--- src/rtl/address_queue_pkg.sv ---
// Shared constants for the address queue and the downstream demultiplexor:
// default address width, default depth and the count-width derivation.
package address_queue_pkg;

    localparam int DEFAULT_ADDRESS_WIDTH = 2;
    localparam int DEFAULT_DEPTH         = 4;

    // count must represent 0..depth inclusive
    function automatic int count_width(input int depth);
        return $clog2(depth + 1);
    endfunction

endpackage

--- src/rtl/address_queue_sync_fifo.sv ---
// Single-clock FIFO: storage, wrapping pointers and occupancy count.
// Push is refused when full and pop is ignored when empty.
module sync_fifo
    import address_queue_pkg::*;
#(
    parameter int WIDTH = DEFAULT_ADDRESS_WIDTH,
    parameter int DEPTH = DEFAULT_DEPTH,
    localparam int CW   = count_width(DEPTH),
    localparam int PW   = $clog2(DEPTH)
) (
    input  logic             clk,
    input  logic             rst,
    input  logic             push,
    input  logic             pop,
    input  logic [WIDTH-1:0] din,
    output logic [WIDTH-1:0] dout,
    output logic [CW-1:0]    count
);

    localparam logic [CW-1:0] FULL = CW'(DEPTH);

    logic [WIDTH-1:0] mem [DEPTH];
    logic [PW-1:0]    wr_ptr;
    logic [PW-1:0]    rd_ptr;
    logic             wr_en;
    logic             rd_en;

    // full refuses a push even when the same edge pops
    assign wr_en = push && (count != FULL);
    assign rd_en = pop && (count != '0);
    assign dout  = mem[rd_ptr];

    always_ff @(posedge clk) begin
        if (wr_en)
            mem[wr_ptr] <= din;
    end

    // DEPTH is a power of two, so pointers wrap by natural overflow
    always_ff @(posedge clk or posedge rst) begin
        if (rst) begin
            wr_ptr <= '0;
            rd_ptr <= '0;
            count  <= '0;
        end else begin
            if (wr_en)
                wr_ptr <= wr_ptr + PW'(1);
            if (rd_en)
                rd_ptr <= rd_ptr + PW'(1);
            if (wr_en && !rd_en)
                count <= count + CW'(1);
            else if (!wr_en && rd_en)
                count <= count - CW'(1);
        end
    end

endmodule

--- src/rtl/address_queue.sv ---
// Address queue feeding a demultiplexor: FIFO of destination indices issued
// one per cycle as a registered address plus a one-cycle strobe x.
module address_queue
    import address_queue_pkg::*;
#(
    parameter int ADDRESS_WIDTH = DEFAULT_ADDRESS_WIDTH,
    parameter int DEPTH         = DEFAULT_DEPTH,
    localparam int CW           = count_width(DEPTH)
) (
    input  logic                     clk,
    input  logic                     rst,
    input  logic                     in_valid,
    input  logic [ADDRESS_WIDTH-1:0] in_addr,
    output logic                     in_ready,
    input  logic                     hold,
    output logic [ADDRESS_WIDTH-1:0] address,
    output logic                     x,
    output logic [CW-1:0]            count
);

    localparam logic [CW-1:0] FULL = CW'(DEPTH);

    logic                     push;
    logic                     pop;
    logic [ADDRESS_WIDTH-1:0] head;

    assign in_ready = (count != FULL);
    assign push     = in_valid && in_ready;
    assign pop      = !hold && (count != '0);

    sync_fifo #(
        .WIDTH (ADDRESS_WIDTH),
        .DEPTH (DEPTH)
    ) u_fifo (
        .clk   (clk),
        .rst   (rst),
        .push  (push),
        .pop   (pop),
        .din   (in_addr),
        .dout  (head),
        .count (count)
    );

    // head is read from storage, so a same-edge push never bypasses to issue
    always_ff @(posedge clk or posedge rst) begin
        if (rst) begin
            address <= '0;
            x       <= 1'b0;
        end else begin
            x <= pop;
            if (pop)
                address <= head;
        end
    end

endmodule
--- config.mk ---
export PLATFORM = sky130hd
export DESIGN_NAME = address_queue
export DESIGN_NICKNAME = d
export VERILOG_FILES = /design/src/rtl/address_queue_pkg.sv /design/src/rtl/address_queue_sync_fifo.sv /design/src/rtl/address_queue.sv
export SDC_FILE = /design/constraint.sdc
export NUM_CORES = 1
export LEC_CHECK = 0
export CORE_MARGIN = 2
export CORE_UTILIZATION = 50
export DETAILED_ROUTE_END_ITERATION = 16
export HOLD_SLACK_MARGIN = 0.1
export PLACE_DENSITY = 0.85
export SLEW_MARGIN = 0
export SYNTH_ARGS = -nofsm -noshare
export SYNTH_HDL_FRONTEND = slang
export SYNTH_HIERARCHICAL = 1
export SYNTH_SLANG_ARGS = --single-unit
--- constraint.sdc ---
create_clock -name clk -period 4.9 [get_ports clk]
set_input_delay 1.225 -clock clk [delete_from_list [all_inputs] [get_ports clk]]
set_output_delay 1.225 -clock clk [all_outputs]
set_load 0.01 [all_outputs]
==> out/summary.txt, run 1 <==
Chip width: 45.71 um
Adder-Cell Fraction of Synth Area: 9.496%
Cell taking the most area after synthesis: dfrtp_1
CTS root buffer: clkbuf_4
Synthesized flop and latch total: 18
Initial Util: 51.48%
Critical path required time: 5.13 ns
Routing usage on met3: 2.381%
Worst-margin pin slew: 0.3815 ns
Htree depth: 1
Reg2Reg Depth: 9
GRT overflow: 0
Count of buffers from port buffering: 12
# IOs: 13
Total track usage: 15.87%
Worst rel slew slack: 74.57%
Worst R2R End: u_fifo/count[2]$_DFFE_PP0P_
Postcts setup bufs: 0
Post-synthesis compound-gate area fraction: 7.194%
Largest family of logic cells by synthesized area: simple AND/OR/NAND/NOR gates
Placed Instances: 90
Tcrit/Tclk final: 61.20%
Crit. End Element: register
WP data arrival: 3.23 ns
Layout area overhead: 20.43%
Via/cell ratio: 5.362
Netlist cell types: 22
Worst hold path type: register to register
Slack of the worst reg-to-reg path: 2.58 ns
Core area: 0.001689 mm^2
Top cell type's share of synthesized area: 28.78%
Skew final: 0.01185 ns
CTS tree: done
Synth Area in XOR/XNOR: 6.043%
Synth area leaders: dfrtp_1 29%, edfxtp_1 28%, ha_1 7.2%, mux4_2 5.2%, xnor2_1 4.0%
Most common cell after layout, fill and taps aside: clkdlybuf4s50_1
Synth Instances: 61
Worst Path Max Fanout: 7
Multiplexer share of the synthesized area: 8.201%
Simple-gate portion of the synthesized area: 10.50%
Fmax: 333.4 MHz
Drc violations: 0
Final HPWL DP: 1060 um
Final setup TNS: 0 ns
Met2 GRT Util: 23.94%
Vias in the first global route: 506
Sequential area share after synthesis: 56.40%
CTS Buf Count: 3
Clock Path Buffers: 2
DR pass1 iterations: 3
Total power: 652.1 uW
GPL Wtd Cong: 0.6805
Via count: 504
Power Dens Cells: 622.7 mW/mm^2
# resized after CTS: 0
Met1 Use GR: 20.53%
Largest net degree at the start of global routing: 11
Max-cap violation count: 0
Setup crit end: u_fifo/count[2]$_DFFE_PP0P_
Final non-filler cell total: 94
Count of pins over their slew limit: 0
RSZ-0062 raised after global routing: false
Mapped Area: 869.6 um^2
CP Launch Type: input port
Final min period: 2.999 ns
WL/cell: 13.97 um
Hold-fix buffers, CTS: 0
NumNets Final: 90
Synthesized area per cell: 14.26 um^2
Synth Net Count: 73
Clock transition at path regs: 0.11 ns
Diodes inserted: 0
Die area: 0.002089 mm^2
Crit. Startpoint: in_valid
Synth Warn #: 6
Place WS: 1.584 ns
1st-iter DRT viols: 8
First-pass GRT wire length: 2180 um
CP max stage delay: 0.46 ns
Top Usage Layer GRT: met2
Site Rows: 15
Routed Antenna Nets: 0
Worst-Skew Late Latency: 0.30 ns
Clk sink count: 18
Most used cell, CP: xor2_1
Critical path class: input port to register
Final setup fails: 0
Fin. Hold Viols: 0
Initial antenna violation count: 0
Critical path's slowest cell: clkdlybuf4s50_1
Origin of the critical flop-to-flop path: u_fifo/count[0]$_DFFE_PP0P_
Cells along the critical path: clkdlybuf4s50_1, a21boi_0, a21boi_4, ha_1, inv_1, fa_1, xor2_1, nor2_1, xor2_1
Detailed-route wire length: 1313 um
Peak supply drop: 0.0003239 V
Run status: complete, no violations
Leak: 0.4221 nW
DIE HEIGHT: 45.71 um
Most frequent cells in the layout: 12 x clkdlybuf4s50_1, 10 x dfrtp_1, 8 x edfxtp_1
Share of layout cells above drive strength 1: 14.29%
Final worst slack: 1.901 ns
synth_stat cells:
library cell / number
mux4_2: 2
and2_1: 4
o311ai_1: 1
nor2_1: 3
nand2_1: 3
edfxtp_1: 8
nor2_2: 1
o211ai_1: 2
mux2_4: 1
xnor2_1: 4
xor2_1: 2
or4b_1: 2
mux2_2: 1
a21boi_4: 1
nor3_1: 1
o31ai_2: 1
ha_1: 5
a21boi_0: 1
fa_1: 1
dfrtp_1: 10
inv_1: 5
nand2b_1: 2
flip-flops by register name, indices dropped and copies added, names as in the netlist:
signal,flops
u_fifo/mem,8
u_fifo/count,3
u_fifo/rd_ptr,2
address,2
x,1
u_fifo/wr_ptr,2
worst min-delay path by stage:
stage                                  from                            to  cells past startpoint
4_1_cts        u_fifo/rd_ptr[1]$_DFFE_PP0P_  u_fifo/rd_ptr[1]$_DFFE_PP0P_                      1
3_5_place_dp         address[1]$_DFFE_PP0P_        address[1]$_DFFE_PP0P_                      2
5_1_grt              address[0]$_DFFE_PP0P_        address[0]$_DFFE_PP0P_                      2
3_3_place_gp         address[0]$_DFFE_PP0P_        address[0]$_DFFE_PP0P_                      2
2_1_floorplan  u_fifo/rd_ptr[1]$_DFFE_PP0P_  u_fifo/rd_ptr[1]$_DFFE_PP0P_                      1
6_report       u_fifo/rd_ptr[1]$_DFFE_PP0P_  u_fifo/rd_ptr[1]$_DFFE_PP0P_                      1
cells by family (layout without fill, tap and decap cells):
logic type,after synthesis,after routing
multiplexers,4,4
flip-flops,18,18
AND/OR/NAND/NOR,16,16
AO/OA/AOI/OAI,6,6
buffers and inverters,5,21
XOR/XNOR,6,6
adder cells (fa/ha/maj),6,6
critical path: cells and delay by family:
family                     cells  cell delay (ns)
AOI/OAI and AO/OA              2             0.46
xor gates and xnor gates       2             0.31
adders and majority gates      2             0.59
and+or+nand+nor                1             0.13
buffers and inverters          2             0.52
final cells by class:
cell class                 instances  area (um^2)
fill                             122        641.9
sequential                        18        490.5
timing repair buffer              12        120.1
inverter                           5        18.77
clock buffer                       4        36.28
tap                               17        21.27
multi-input combinational         38        360.3
power by group:
group | switching, mW | total, mW | internal [mW] | leakage (nW)
Clock | 0.0474 | 0.0927 | 0.0453 | 0.0210
Combinational | 0.113 | 0.272 | 0.159 | 0.210
Sequential | 0.0716 | 0.287 | 0.216 | 0.191
routing by layer:
metal / part of all wire, % / vias to the layer above
li1: - / 247
met1: 45 / 243
met2: 48 / 10
met3: 3.0 / 4
met4: 3.2 / 0
met5: 0 / -
per-stage QoR:
step / hold slack (ns) / utilization [%] / cell area (um^2)
CTS: 0.5442 / 62.00 / 1047
floorplan: 0.4818 / - / 869.6
global placement: 0.5021 / 59.85 / 1011
finish: 0.5375 / 62.00 / 1047
global route: 0.5703 / 62.00 / 1047
detailed placement: 0.5237 / 59.85 / 1011
Note: power is estimated with default switching activity, not from simulation.
==> inputs of run 2 (changes only) <==
--- a/config.mk
+++ b/config.mk
@@ -6,10 +6,10 @@
 export NUM_CORES = 1
 export LEC_CHECK = 0
 export CORE_MARGIN = 2
-export CORE_UTILIZATION = 50
+export CORE_UTILIZATION = 46
 export DETAILED_ROUTE_END_ITERATION = 16
 export HOLD_SLACK_MARGIN = 0.1
-export PLACE_DENSITY = 0.85
+export PLACE_DENSITY = 0.82
 export SLEW_MARGIN = 0
 export SYNTH_ARGS = -nofsm -noshare
 export SYNTH_HDL_FRONTEND = slang
==> constraint.sdc (replaced) <==
create_clock -name clk -period 2.5 [get_ports clk]
set_input_delay 0.625 -clock clk [delete_from_list [all_inputs] [get_ports clk]]
set_output_delay 0.625 -clock clk [all_outputs]
set_load 0.01 [all_outputs]
==> out/summary.txt, run 2 (synthesis gave the netlist of run 1 again) <==
Run status: complete, no violations
Count of pins over their slew limit: 0 (unchanged)
Final min period: 2.258 ns
Crit path max-delay family: adder cells
Max-cap violation count: 0 (unchanged)
Max FFs per register: 8 (unchanged)
Worst rel slew slack: 75.29% (+0.72 points)
Vias in the first global route: 513 (+1.4%)
Site Rows: 15 (unchanged)
Initial antenna violation count: 0 (unchanged)
Detailed-route wire length: 1306 um (-0.53%)
# resized after CTS: 0 (unchanged)
Worst R2R End: u_fifo/count[2]$_DFFE_PP0P_
Origin of the critical flop-to-flop path: u_fifo/count[0]$_DFFE_PP0P_
Most common cell after layout, fill and taps aside: clkdlybuf4s50_1
Net Sw Power: 444.8 uW (+92%)
Int Power: 831.3 uW (+98%)
WP data arrival: 2.47 ns (-0.76 ns)
Tcrit/Tclk final: 90.31%
Via/cell ratio: 4.796 (-11%)
Clock Path Buffers: 2 (unchanged)
Chip width: 47.48 um (+3.9%)
Hold Path End: address[0]$_DFFE_PP0P_
Routing usage on met3: 3.396% (+1.0 points)
Worst hold path type: register to register
Final HPWL DP: 1042 um (-1.7%)
Placed Instances: 104 (+16%)
Fmax: 442.9 MHz
Logic pwr share: 45.9% (+4.2 points)
Peak supply drop: 0.0006908 V (+110%)
1st-iter DRT viols: 4 (-4)
CP max stage delay: 0.45 ns (about the same)
Most used cell, CP: xor2_1
Critical path class: input port to register
Worst-Skew Late Latency: 0.28 ns (-0.02 ns)
Critical path required time: 2.71 ns (-2.42 ns)
Final setup TNS: 0 ns (unchanged)
DR pass1 iterations: 2 (-1)
Largest registers: u_fifo/mem (8), u_fifo/count (3)
Part of the power in the clock network: 10.9% (-3.3 points)
Most frequent cells in the layout: 12 x clkdlybuf4s50_1, 10 x dfrtp_1, 8 x edfxtp_1
CP Launch Type: input port
DIE HEIGHT: 47.48 um (+3.9%)
Power Dens Cells: 1168 mW/mm^2 (+88%)
Final non-filler cell total: 108 (+15%)
Routed Antenna Nets: 0 (unchanged)
Htree depth: 1 (unchanged)
Hold-fix buffers, CTS: 0 (unchanged)
Total track usage: 14.49% (-1.4 points)
GPL Wtd Cong: 0.8223 (+21%)
CTS root buffer: clkbuf_4
Share of layout cells above drive strength 1: 19.28% (+5.0 points)
Slack of the worst reg-to-reg path: 0.25 ns (-2.33 ns)
Drc violations: 0 (unchanged)
Initial Util: 49.82% (-1.7 points)
Met2 GRT Util: 22.43% (-1.5 points)
Power share of the sequential group: 43.2% (-0.9 points)
Diodes inserted: 0 (unchanged)
Hold Worst Slack: 0.5235 ns (-0.01402 ns)
Total power: 1.276 mW (+96%)
Buf/Inv on CP: 2 (unchanged)
Skew final: 0.0008401 ns (-0.01101 ns)
CTS tree: done
Die area: 0.002254 mm^2 (+7.9%)
NumNets Final: 96 (+6.7%)
Net Sw Frac: 34.86% (-0.70 points)
Critical path's slowest cell: clkdlybuf4s50_1
RSZ-0062 raised after global routing: false
# IOs: 13 (unchanged)
Via count: 518 (+2.8%)
Crit. End Element: register
Worst-margin pin slew: 0.3679 ns (-0.01364 ns)
Top Usage Layer GRT: met2
Fin. Hold Viols: 0 (unchanged)
WHS Path Cells: 2 (+1)
CTS Buf Count: 3 (unchanged)
Postcts setup bufs: 0 (unchanged)
Leak: 0.4457 nW (+5.6%)
Largest net degree at the start of global routing: 11 (unchanged)
Core area: 0.001745 mm^2 (+3.3%)
Worst Path Max Fanout: 2 (-5)
Count of buffers from port buffering: 12 (unchanged)
WL/cell: 12.09 um (-13%)
Clk sink count: 18 (unchanged)
Met1 Use GR: 18.63% (-1.9 points)
Cells along the critical path: clkdlybuf4s50_1, a21boi_0, a21boi_4, ha_1, inv_1, fa_1, xor2_1, nor2_1, xor2_1
End-of-flow core utilization: 62.58% (+0.58 points)
Clock transition at path regs: 0.09 ns (-0.02 ns)
HP Start: address[0]$_DFFE_PP0P_
Fillers: 143 (+17%)
Reg2Reg Depth: 9 (unchanged)
Biggest register: u_fifo/mem
First-pass GRT wire length: 2159 um (-0.96%)
Crit. Startpoint: in_valid
GRT overflow: 0 (unchanged)
Final setup fails: 0 (unchanged)
Layout area overhead: 25.61%
-- run 2: final cells by class --
class | count | area, um^2 | area share, %
Multi-Input combinational cell | 38 | 360.3 | 32.99
Tap cell | 25 | 31.28 | 2.864
Timing Repair Buffer | 18 | 165.2 | 15.12
Sequential cell | 18 | 490.5 | 44.90
Clock inverter | 1 | 3.754 | 0.3436
Inverter | 5 | 18.77 | 1.718
Clock buffer | 3 | 22.52 | 2.062
-- run 2: power by group through the flow --
stage / clock network [mW] / logic, mW / registers [mW]
5_1_grt: 0.161 / 0.652 / 0.576
4_1_cts: 0.143 / 0.594 / 0.554
3_3_place_gp: 0 / 0.573 / 0.556
6_report: 0.139 / 0.586 / 0.552
3_5_place_dp: 0 / 0.591 / 0.561
2_1_floorplan: 0 / 0.344 / 0.564
-- run 2: layer usage --
metal | share of wire [%] | vias to the layer above | wire (um)
met5 | 0 | - | 0
met4 | 2.2 | 0 | 29
met3 | 3.1 | 4 | 41
met2 | 50 | 8 | 656
met1 | 44 | 250 | 578
li1 | - | 256 | -
-- run 2: worst min-delay path, stage by stage (launching register included) --
cell      delay (ns)
dfrtp_1         0.37
nand2_1         0.05
o211ai_1        0.06
-- run 2: how the worst max path moves through the flow --
stage	end	slack (ns)	cells after the start
2_1_floorplan	u_fifo/count[2]$_DFFE_PP0P_	0.36	9
3_3_place_gp	u_fifo/count[2]$_DFFE_PP0P_	-0.02	9
3_5_place_dp	u_fifo/count[2]$_DFFE_PP0P_	-0.07	9
4_1_cts	u_fifo/count[2]$_DFFE_PP0P_	0.24	9
5_1_grt	u_fifo/count[2]$_DFFE_PP0P_	0.03	9
6_report	u_fifo/count[2]$_DFFE_PP0P_	0.24	9
-- run 2: per-stage QoR --
step                      instance area (um^2)  setup slack (ns)
after floorplan                          869.6            0.3627
after global placement                    1066          -0.01831
after detailed placement                  1066          -0.06719
after CTS                                 1092            0.2397
after global routing                      1092           0.03177
final                                     1092            0.2422
==> inputs of run 3 (changes only) <==
--- a/config.mk
+++ b/config.mk
@@ -9,6 +9,7 @@
 export CORE_UTILIZATION = 46
 export DETAILED_ROUTE_END_ITERATION = 16
 export HOLD_SLACK_MARGIN = 0.1
+export MAX_ROUTING_LAYER = met4
 export PLACE_DENSITY = 0.82
 export SLEW_MARGIN = 0
 export SYNTH_ARGS = -nofsm -noshare
==> out/summary.txt, run 3 (synthesis gave the netlist of run 1 again) <==
Final HPWL DP: 1042 um (unchanged)
Clk sink count: 18 (unchanged)
Htree depth: 1 (unchanged)
Postcts setup bufs: 0 (unchanged)
Worst Path Max Fanout: 2 (unchanged)
Cells along the critical path: clkdlybuf4s50_1, a21boi_0, a21boi_4, ha_1, inv_1, fa_1, xor2_1, nor2_1, xor2_1
Vias in the first global route: 512 (-0.19%)
Chip width: 47.48 um (unchanged)
Power Dens Cells: 1168 mW/mm^2 (about the same)
Skew final: 0.0008389 ns (-0.000001110 ns)
Clock transition at path regs: 0.09 ns (about the same)
GPL Wtd Cong: 0.8347 (+1.5%)
Worst-Skew Late Latency: 0.28 ns (about the same)
CTS tree: done
First-pass GRT wire length: 2166 um (+0.32%)
Biggest register: u_fifo/mem
DR pass1 iterations: 2 (unchanged)
Fin. Hold Viols: 0 (unchanged)
Final min period: 2.258 ns (-0.0002160 ns)
1st-iter DRT viols: 4 (unchanged)
Critical path required time: 2.71 ns (about the same)
Max FFs per register: 8 (unchanged)
Fmax: 442.9 MHz (about the same)
Total track usage: 14.96% (+0.47 points)
DIE HEIGHT: 47.48 um (unchanged)
Max-cap violation count: 0 (unchanged)
WHS Path Cells: 2 (unchanged)
Largest registers: u_fifo/mem (8), u_fifo/count (3)
Die area: 0.002254 mm^2 (unchanged)
Detailed-route wire length: 1306 um (unchanged)
# resized after CTS: 0 (unchanged)
Diodes inserted: 0 (unchanged)
Most used cell, CP: xor2_1
CTS root buffer: clkbuf_4
Core area: 0.001745 mm^2 (unchanged)
NumNets Final: 96 (unchanged)
GRT overflow: 0 (unchanged)
Most frequent cells in the layout: 12 x clkdlybuf4s50_1, 10 x dfrtp_1, 8 x edfxtp_1
Critical path's slowest cell: clkdlybuf4s50_1
Worst rel slew slack: 75.29% (unchanged)
Hold-fix buffers, CTS: 0 (unchanged)
Final setup TNS: 0 ns (unchanged)
Hold Worst Slack: 0.5235 ns (unchanged)
Place WS: -0.06719 ns (unchanged)
Leak: 0.4457 nW (unchanged)
RSZ-0062 raised after global routing: false
Critical path class: input port to register
Reg2Reg Depth: 9 (unchanged)
Run status: complete, no violations
Count of buffers from port buffering: 12 (unchanged)
Most common cell after layout, fill and taps aside: clkdlybuf4s50_1
Worst hold path type: register to register
Final setup fails: 0 (unchanged)
Count of pins over their slew limit: 0 (unchanged)
Routed Antenna Nets: 0 (unchanged)
Initial antenna violation count: 0 (unchanged)
Via count: 518 (unchanged)
CP max stage delay: 0.45 ns (about the same)
CP Launch Type: input port
WL/cell: 12.09 um (unchanged)
# IOs: 13 (unchanged)
Final non-filler cell total: 108 (unchanged)
Clock Path Buffers: 2 (unchanged)
Initial Util: 49.82% (unchanged)
Layout area overhead: 25.61% (unchanged)
CTS Buf Count: 3 (unchanged)
Worst-margin pin slew: 0.3679 ns (unchanged)
Site Rows: 15 (unchanged)
Crit. End Element: register
Largest net degree at the start of global routing: 11 (unchanged)
Peak supply drop: 0.0006908 V (about the same)
Tcrit/Tclk final: 90.30% (about the same)
Drc violations: 0 (unchanged)
Via/cell ratio: 4.796 (unchanged)
Placed Instances: 104 (unchanged)
WP data arrival: 2.47 ns (about the same)
Final worst slack: 0.2424 ns (+0.0002160 ns)
Share of layout cells above drive strength 1: 19.28% (unchanged)
==> run 3: cell counts in the layout (fill, tap and decap cells not counted) <==
No cell type changed its count.
==> run 3: metal layers <==
layer,global-route usage (%),vias up,share of wire [%],routed length [um]
met5,-,-,0,0
met4,8.333,0,2.2,29
met3,3.396,4,3.1,41
met2,22.43,8,50,656
met1,18.63,250,44,578
li1,-,256,-,-
==> run 3: path summary, 6_finish.rpt <==
kind / startpoint / to / slack, ns
worst max-delay path: in_valid / u_fifo/count[2]$_DFFE_PP0P_ / 0.24
worst min-delay path: address[0]$_DFFE_PP0P_ / address[0]$_DFFE_PP0P_ / 0.52
worst max register to register: u_fifo/count[0]$_DFFE_PP0P_ / u_fifo/count[2]$_DFFE_PP0P_ / 0.25
worst min register to register: address[0]$_DFFE_PP0P_ / address[0]$_DFFE_PP0P_ / 0.52
max in group asynchronous: rst / u_fifo/count[1]$_DFFE_PP0P_ / 1.67
min in group asynchronous: rst / address[0]$_DFFE_PP0P_ / 0.53
==> run 3: where the power goes <==
group,switching (mW),internal [mW]
sequential,0.128,0.423
combinational,0.235,0.350
clock,0.0809,0.0578
==> run 3: through the flow <==
stage                     cell area, um^2  power (mW)  util (%)
after floorplan                     869.6      0.9072         -
after global placement               1066       1.129     61.08
after detailed placement             1066       1.152     61.08
after CTS                            1092       1.292     62.58
after global routing                 1092       1.389     62.58
final                                1092       1.276     62.58
==> run 3: layout make-up <==
type,instances,area [um^2]
clock buffer,3,22.52
tap,25,31.28
timing repair buffer,18,165.2
inverter,5,18.77
multi-input combinational,38,360.3
fill,143,653.1
sequential,18,490.5
clock inverter,1,3.754
==> run 3: worst max-delay path: cells and delay by family <==
family | cells | cell delay [ns]
fa+ha+maj | 2 | 0.56
buf+inv | 2 | 0.51
compound gates | 2 | 0.37
xor+xnor | 2 | 0.30
simple gates | 1 | 0.11
